[src/rtl/vram_fill_ctrl.sv]
// rtl/vram_fill_ctrl.sv - rectangle-fill engine and CPU-priority arbiter for the VRAM write port (option: VRAM_FILL_ABORT_EN)
module vram_fill_ctrl #(
    parameter int ADDR_W     = 10,
    parameter int COORD_W    = 5,
    parameter int COLOR_W    = 3,
    parameter int ROW_STRIDE = 32
) (
    input  logic               Clock,
    input  logic               Reset,
    input  logic               iCpuWe,
    input  logic [ADDR_W-1:0]  iCpuAddr,
    input  logic [COLOR_W-1:0] iCpuColor,
    input  logic               iStart,
    input  logic [COORD_W-1:0] iX0,
    input  logic [COORD_W-1:0] iY0,
    input  logic [COORD_W-1:0] iX1,
    input  logic [COORD_W-1:0] iY1,
    input  logic [COLOR_W-1:0] iColor,
`ifdef VRAM_FILL_ABORT_EN
    input  logic               iAbort,
`endif
    output logic               oBusy,
    output logic               oDone,
    output logic               oError,
    output logic               oVmWe,
    output logic [ADDR_W-1:0]  oVmAddr,
    output logic [COLOR_W-1:0] oVmColor
);

    typedef enum logic [1:0] {
        ST_IDLE,
        ST_CHECK,
        ST_RUN,
        ST_DONE
    } state_t;

    state_t state, state_n;

    logic [COORD_W-1:0] x0_q, y0_q, x1_q, y1_q;
    logic [COLOR_W-1:0] color_q;
    logic [COORD_W-1:0] cur_x, cur_y;
    logic               err_q;

    logic               abort_req;
    logic               rect_bad;
    logic               last_cell;
    logic               fill_grant;
    logic [ADDR_W-1:0]  fill_addr;

`ifdef VRAM_FILL_ABORT_EN
    assign abort_req = iAbort && ((state == ST_CHECK) || (state == ST_RUN));
`else
    assign abort_req = 1'b0;
`endif

    assign rect_bad   = (x0_q > x1_q) || (y0_q > y1_q);
    assign last_cell  = (cur_x == x1_q) && (cur_y == y1_q);
    // CPU owns the port whenever it asks; the cursor simply waits that cycle
    assign fill_grant = (state == ST_RUN) && !iCpuWe && !abort_req;
    // One spare bit of headroom in the multiply-add, then wrap into the VRAM space
    assign fill_addr  = ADDR_W'((ADDR_W+1)'(cur_y) * (ADDR_W+1)'(ROW_STRIDE) + (ADDR_W+1)'(cur_x));

    // State register
    always_ff @(posedge Clock or negedge Reset) begin
        if (!Reset) begin
            state <= ST_IDLE;
        end else begin
            state <= state_n;
        end
    end

    // Next-state logic
    always_comb begin
        state_n = state;
        case (state)
            ST_IDLE:  if (iStart) state_n = ST_CHECK;
            ST_CHECK: state_n = (abort_req || rect_bad) ? ST_DONE : ST_RUN;
            ST_RUN: begin
                if (abort_req)                    state_n = ST_DONE;
                else if (fill_grant && last_cell) state_n = ST_DONE;
            end
            ST_DONE:  state_n = ST_IDLE;
            default:  state_n = ST_IDLE;
        endcase
    end

    // Command latch, cursor and error flag
    always_ff @(posedge Clock or negedge Reset) begin
        if (!Reset) begin
            x0_q    <= '0;
            y0_q    <= '0;
            x1_q    <= '0;
            y1_q    <= '0;
            color_q <= '0;
            cur_x   <= '0;
            cur_y   <= '0;
            err_q   <= 1'b0;
        end else begin
            case (state)
                ST_IDLE: begin
                    if (iStart) begin
                        x0_q    <= iX0;
                        y0_q    <= iY0;
                        x1_q    <= iX1;
                        y1_q    <= iY1;
                        color_q <= iColor;
                    end
                end
                ST_CHECK: begin
                    cur_x <= x0_q;
                    cur_y <= y0_q;
                    err_q <= abort_req || rect_bad;
                end
                ST_RUN: begin
                    if (abort_req) begin
                        err_q <= 1'b1;
                    end else if (fill_grant && !last_cell) begin
                        // Wrap to X0 before reaching X1+1, so X1 at max never overflows
                        if (cur_x == x1_q) begin
                            cur_x <= x0_q;
                            cur_y <= cur_y + 1'b1;
                        end else begin
                            cur_x <= cur_x + 1'b1;
                        end
                    end
                end
                ST_DONE: err_q <= 1'b0;
                default: err_q <= 1'b0;
            endcase
        end
    end

    // Registered VRAM write port with CPU priority
    always_ff @(posedge Clock or negedge Reset) begin
        if (!Reset) begin
            oVmWe    <= 1'b0;
            oVmAddr  <= '0;
            oVmColor <= '0;
        end else begin
            oVmWe <= 1'b0;
            if (iCpuWe) begin
                oVmWe    <= 1'b1;
                oVmAddr  <= iCpuAddr;
                oVmColor <= iCpuColor;
            end else if (fill_grant) begin
                oVmWe    <= 1'b1;
                oVmAddr  <= fill_addr;
                oVmColor <= color_q;
            end
        end
    end

    // Registered status; done trails the DONE state so it lands after the last write
    always_ff @(posedge Clock or negedge Reset) begin
        if (!Reset) begin
            oBusy  <= 1'b0;
            oDone  <= 1'b0;
            oError <= 1'b0;
        end else begin
            oBusy  <= (state_n != ST_IDLE);
            oDone  <= (state == ST_DONE);
            oError <= (state == ST_DONE) && err_q;
        end
    end

endmodule
[config.mk]
export PLATFORM = sky130hd
export DESIGN_NAME = vram_fill_ctrl
export DESIGN_NICKNAME = d
export VERILOG_FILES = /design/src/rtl/vram_fill_ctrl.sv
export SDC_FILE = /design/constraint.sdc
export NUM_CORES = 1
export LEC_CHECK = 0
export ABC_AREA = 1
export CAP_MARGIN = 20
export CORE_MARGIN = 1
export CORE_UTILIZATION = 45
export CTS_CLUSTER_SIZE = 12
export DETAILED_ROUTE_END_ITERATION = 10
export PLACE_DENSITY = 0.74
export SETUP_SLACK_MARGIN = 0.1
export SYNTH_ARGS = -nofsm -noshare
export SYNTH_HDL_FRONTEND = slang
export SYNTH_SLANG_ARGS = --single-unit
[constraint.sdc]
create_clock -name Clock -period 3.6 [get_ports Clock]
set_input_delay 0.72 -clock Clock [delete_from_list [all_inputs] [get_ports Clock]]
set_output_delay 0.72 -clock Clock [all_outputs]
set_load 0.02 [all_outputs]
# == Word-level counts from Yosys, hierarchy flattened ==
# Index checks and enable logic that the tools add are counted.
# word_totals
reg_bits,53
in_bits,40
out_inout_bits,17
# classes
addsub,3
order_cmp,2
eq_ne,7
mux,17
reduce_logical,16
# op_table
operator,count
$mux 10,2
$mux 5,4
$pmux 5 s2,2
$add 10x5->10,1
$add 5x1->5 const B,2
$eq 5x5->1,2
$gt 5x5->1,2
$pmux 2 s4,1
$reduce_bool 2->1,4
$mux 3,2
$logic_and 1x1->1,5
$eq 2x2->1 const B,2
$mux 2,2
$ne 2x1->1 const B,2
$reduce_and 2->1,2
$mux 1,3
$reduce_and 3->1,1
$eq 2x1->1 const B,1
$logic_not 1->1,2
$logic_not 2->1,1
$pmux 1 s2,1
$logic_or 1x1->1,1

# == Logic depth before layout (Yosys ltp) ==
# logic_depth
depth_word,6
depth_mapped,12
mapped_depth_nobuf,12

# == Worst setup path before layout ==
# Ideal clock, no wire load.
# synth_timing
kind,in2reg
start,input port iStart
end,register y0_q[3]
setup_ns,0.125
arrival_ns,1.514
setup_slack_ns,1.961
path_stages,3
n_path_buf,1
cell_sequence,nand2_1 buf_2 mux2_2
# synth_between
elab_chain_len,1
# synth_rtl
item,line_no,source
start: declaration,13,"input logic iStart,"
$reduce_and 2->1 (no line),-,
end signal: assignment,103,y0_q <= iY0;
end: declaration,39,"logic [COORD_W-1:0] x0_q, y0_q, x1_q, y1_q;"
# Every way passes these cells.
# A chain may end at the register's enable or synchronous reset.

# == Final worst setup path ==
# layout_timing
start,register state[0]
end,register cur_y[1]
# layout_between
elab_chain_len,5
# layout_rtl
item,line_no,source
start: declaration,37,"state_t state, state_n;"
start signal: assignment,68,state <= state_n;
$eq 2x2->1,"59, 99",
$logic_and 1x1->1,59,assign fill_grant = (state == ST_RUN) && !iCpuWe && !abort_req;
$logic_and 1x1->1,117,end else if (fill_grant && !last_cell) begin
$ne 2x1->1 (no line),-,
$reduce_and 3->1 (no line),-,
end signal: assignment,111,cur_y <= y0_q;
end signal: assignment,121,cur_y <= cur_y + 1'b1;
end: declaration,41,"logic [COORD_W-1:0] cur_x, cur_y;"
# Parallel ways exist; a longest one is shown, timed or not.

==> impl_metrics.csv <==
group,metric,value,unit
outcome,run_status,"finished clean",
detailed_routing,routed_wire_length_per_instance,12.0,um
worst_setup_path,critical_path_fanout_max,15,
power,worst_ir_drop_vdd,193,uV
final_layout,final_core_utilization,0.598,
clock_network,numClockSinks,53,
synthesis,syn-mean-instance-area,8.37,um^2
clock_network,clock_tree.root_cell,"sky130_fd_sc_hd__clkbuf_8",
synthesis,synth.yosys.seq_area_share,0.471,
sta,worst_relative_slew_slack,0.429,
clock_network,worst_skew_pair.late_latency,0.31,ns
clock_network,ctsHoldBuffers,0,
detailed_routing,detail_route.drc_violations,0,
synthesis,syn_inst,336,
sta,fin_tns_setup,0,ns
clock_network,tritoncts.num_buffers,5,
power,power.density,450,mW/mm^2
sta,final-setup-viol-count,0,
final_layout,area_growth,27.3,%
worst_setup_path,cpPeakStageDelay,0.52,ns
global_route,globalRoute.totalOverflow,0,
clock_network,cts_htree_levels,2,
final_layout,count_of_fill_cells_added_during_filler_insertion,508,
place,placement.cell_area,0.00345,mm^2
sta,fmax,437,MHz
worst_setup_path,critical_path_stages,9,
die,die_height,81.1,um
worst_setup_path,worstPathBufferInverterCount,2,
global_route,global_route_wire_length_before_repair,9.52,mm
final_layout,stdcell_count,471,
place,port_bufs,56,
detailed_routing,vias_per_cell,4.83,
final_layout,stdcell_area,0.00358,mm^2
power,leakagePower,1.87,nW
detailed_routing,vias,2276,
die,starting_density,0.470,
worst_setup_path,timing_worst_setup_path_type,"reg2reg",
synthesis,unique_cell_type_count_in_the_yosys_netlist,25,
global_route,global_route.usage.total,0.190,
final_layout,area_of_combinational_cells_with_multiple_inputs,0.00131,mm^2
worst_setup_path,critical_path_rt,3.79,ns
clock_network,post_cts_resize_count,0,
sta,slew_violations,0,
worst_setup_path,cpLargestDelayFamily,"simple AND/OR/NAND/NOR gates",
worst_setup_path,cp_cell_sequence,"inv_1 > ha_1 > inv_1 > nor2_2 > nand2_4 > nand2_4 > nand2_4 > nand2_1 > nand2_1",
sta,min_period_over_period,0.636,
clock_network,clock_tree_from_tritoncts,"built",
die,fp.coreArea,0.00599,mm^2
synthesis,post_synthesis_net_count,393,
power,total_power,1.61,mW
worst_setup_path,critical_path_arrival,2.48,ns
sta,setup_repair_after_global_routing_missed_its_margin,"no",
worst_setup_path,regToRegStartpoint,"state[0]",
worst_setup_path,reg2reg_setup_slack,1.31,ns
worst_hold_path,min_path_type,"in2async",
final_layout,num_antenna_cells,0,
detailed_routing,postRouteWirelength,5.64,mm
sta,hold_violation_total_from_the_final_report,0,
clock_network,post_cts_buffers,0,
global_route,grt_start_max_net_pins,34,
die,rows,28,
detailed_routing,postRouteAntennaNets,0,
place,place.detailed.instances,463,
die,chipWidth,81.1,um
worst_setup_path,r2r-end,"cur_y[1]",
clock_network,clock_tree.buffer_depth,2,
synthesis,yosys_warnings,0,
job,max_cap_viol_count,0,
worst_setup_path,ff2ff_path_depth,9,
place,final_weighted_congestion_in_routability_driven_placement,0.876,
clock_network,worst_setup_hold_path_clk_slew,0.09,ns
sta,clock_skew,0.0108,ns
synthesis,synth.cell_area,0.00281,mm^2
die,die-area,0.00657,mm^2
worst_setup_path,worstSetupEndpointType,"flop",
worst_setup_path,crit_path_frequent_cell,"sky130_fd_sc_hd__nand2_4",
final_layout,register_area,0.00133,mm^2
sta,timing.final.crit_period,2.29,ns
final_layout,nNetsFinal,452,
die,io-pin-count,57,
sta,max_slew.worst_pin.slew,0.853,ns
global_route,grt_pass1_vias,2151,
detailed_routing,drt_pre_antenna_iters,4,
final_layout,drive_above_1_share,0.0808,
worst_setup_path,critical_path.slowest_cell,"sky130_fd_sc_hd__nor2_2",
global_route,antenna_found_initial,0,
worst_setup_path,worst_setup_path_start_kind,"flop",
detailed_routing,first_drt_iteration_drcs,53,
place,placed_wire_length_estimate_after_detailed_placement,4.38,mm
synthesis,yosys_register_bits,53,
==> per-stage QoR <==
step | worst slack [ns] | hold WS, ns
6_report | 1.31 | 0.451
5_1_grt | 1.02 | 0.514
4_1_cts | 1.30 | 0.470
3_5_place_dp | 1.17 | 0.470
3_3_place_gp | 1.24 | 0.459
2_1_floorplan | 1.96 | 0.424
==> worst reg2reg max path, cell delays in order (launching register included) <==
cell and delay, ns:
sky130_fd_sc_hd__dfrtp_1 0.44, sky130_fd_sc_hd__inv_1 0.13, sky130_fd_sc_hd__ha_1 0.42, sky130_fd_sc_hd__inv_1 0.22, sky130_fd_sc_hd__nor2_2 0.52, sky130_fd_sc_hd__nand2_4 0.15
sky130_fd_sc_hd__nand2_4 0.12, sky130_fd_sc_hd__nand2_4 0.07, sky130_fd_sc_hd__nand2_1 0.06, sky130_fd_sc_hd__nand2_1 0.05
==> flip-flops by register name, summed over array words and instances (netlist names) <==
name / flops
color_q: 3
cur_y: 5
oError: 1
x1_q: 5
oVmAddr: 10
oBusy: 1
y0_q: 5
y1_q: 5
state: 2
oVmColor: 3
err_q: 1
oDone: 1
cur_x: 5
x0_q: 5
oVmWe: 1
==> cell usage in the layout, fill, tap and decap left out, types with 2 or more instances in the layout <==
cell	instances
sky130_fd_sc_hd__xnor2_1	4
sky130_fd_sc_hd__mux2_2	9
sky130_fd_sc_hd__buf_4	4
sky130_fd_sc_hd__clkbuf_8	5
sky130_fd_sc_hd__nand2_1	113
sky130_fd_sc_hd__nand2_4	3
sky130_fd_sc_hd__nor2_2	2
sky130_fd_sc_hd__inv_1	35
sky130_fd_sc_hd__dfrtp_1	53
sky130_fd_sc_hd__bufinv_16	2
sky130_fd_sc_hd__a21oi_1	18
sky130_fd_sc_hd__o21ai_0	9
sky130_fd_sc_hd__xor2_1	3
sky130_fd_sc_hd__clkdlybuf4s50_1	55
sky130_fd_sc_hd__ha_1	17
sky130_fd_sc_hd__nand3_1	31
sky130_fd_sc_hd__nor2_1	23
==> logic make-up (layout without fill, tap and decap cells) <==
logic type / Yosys count / count (layout) / share of synthesized area
flops: 53 / 53 / 0.471
buf+inv: 44 / 104 / 0.0649
compound gates: 30 / 30 / 0.0587
mux: 9 / 9 / 0.0360
fa+ha+maj: 17 / 17 / 0.0756
xor+xnor: 8 / 8 / 0.0276
simple gates: 175 / 175 / 0.266
==> where the power goes <==
group | internal [mW] | leakage, nW | switching [mW]
clock | 0.276 | 0.0681 | 0.190
sequential | 0.676 | 0.607 | 0.0880
combinational | 0.192 | 1.20 | 0.191
==> area by class of cell <==
type / count / share of cell area
clock buffer: 5 / 0.0192
clock inverter: 3 / 0.0182
inverter: 36 / 0.0384
multi-input combinational: 239 / 0.364
sequential: 53 / 0.370
tap: 75 / 0.0262
timing repair buffer: 60 / 0.163
==> worst max path at each step <==
stage          startpoint  slack, ns  endpoint
2_1_floorplan      iStart       1.96   y0_q[3]
4_1_cts          state[0]       1.30  cur_y[1]
3_3_place_gp       iCpuWe       1.24  cur_y[4]
3_5_place_dp       iCpuWe       1.17  cur_y[1]
6_report         state[0]       1.31  cur_y[1]
5_1_grt          state[0]       1.02  cur_y[0]
==> per-layer routing <==
| metal | global-route usage | share of wire | up-vias |
|---|---|---|---|
| li1 | - | - | 1176 |
| met5 | 0 | 0 | - |
| met3 | 0.0360 | 0.051 | 7 |
| met1 | 0.256 | 0.49 | 1041 |
| met2 | 0.312 | 0.45 | 52 |
| met4 | 0.0518 | 0.011 | 0 |
==> Yosys cell counts (all sizes together) <==
cell | number | area [um^2]
nand4 | 1 | 6.26
ha | 17 | 213
o21bai | 1 | 7.51
a21oi | 18 | 90.1
o21ai | 10 | 61.3
nor2 | 26 | 119
mux2 | 9 | 101
xor2 | 3 | 26.3
inv | 36 | 138
nand2 | 116 | 458
o22ai | 1 | 6.26
nand3 | 32 | 165
dfrtp | 53 | 1330
clkbuf | 3 | 11.3
xnor2 | 5 | 51.3
buf | 5 | 33.8
(Power assumes the default switching activity.)
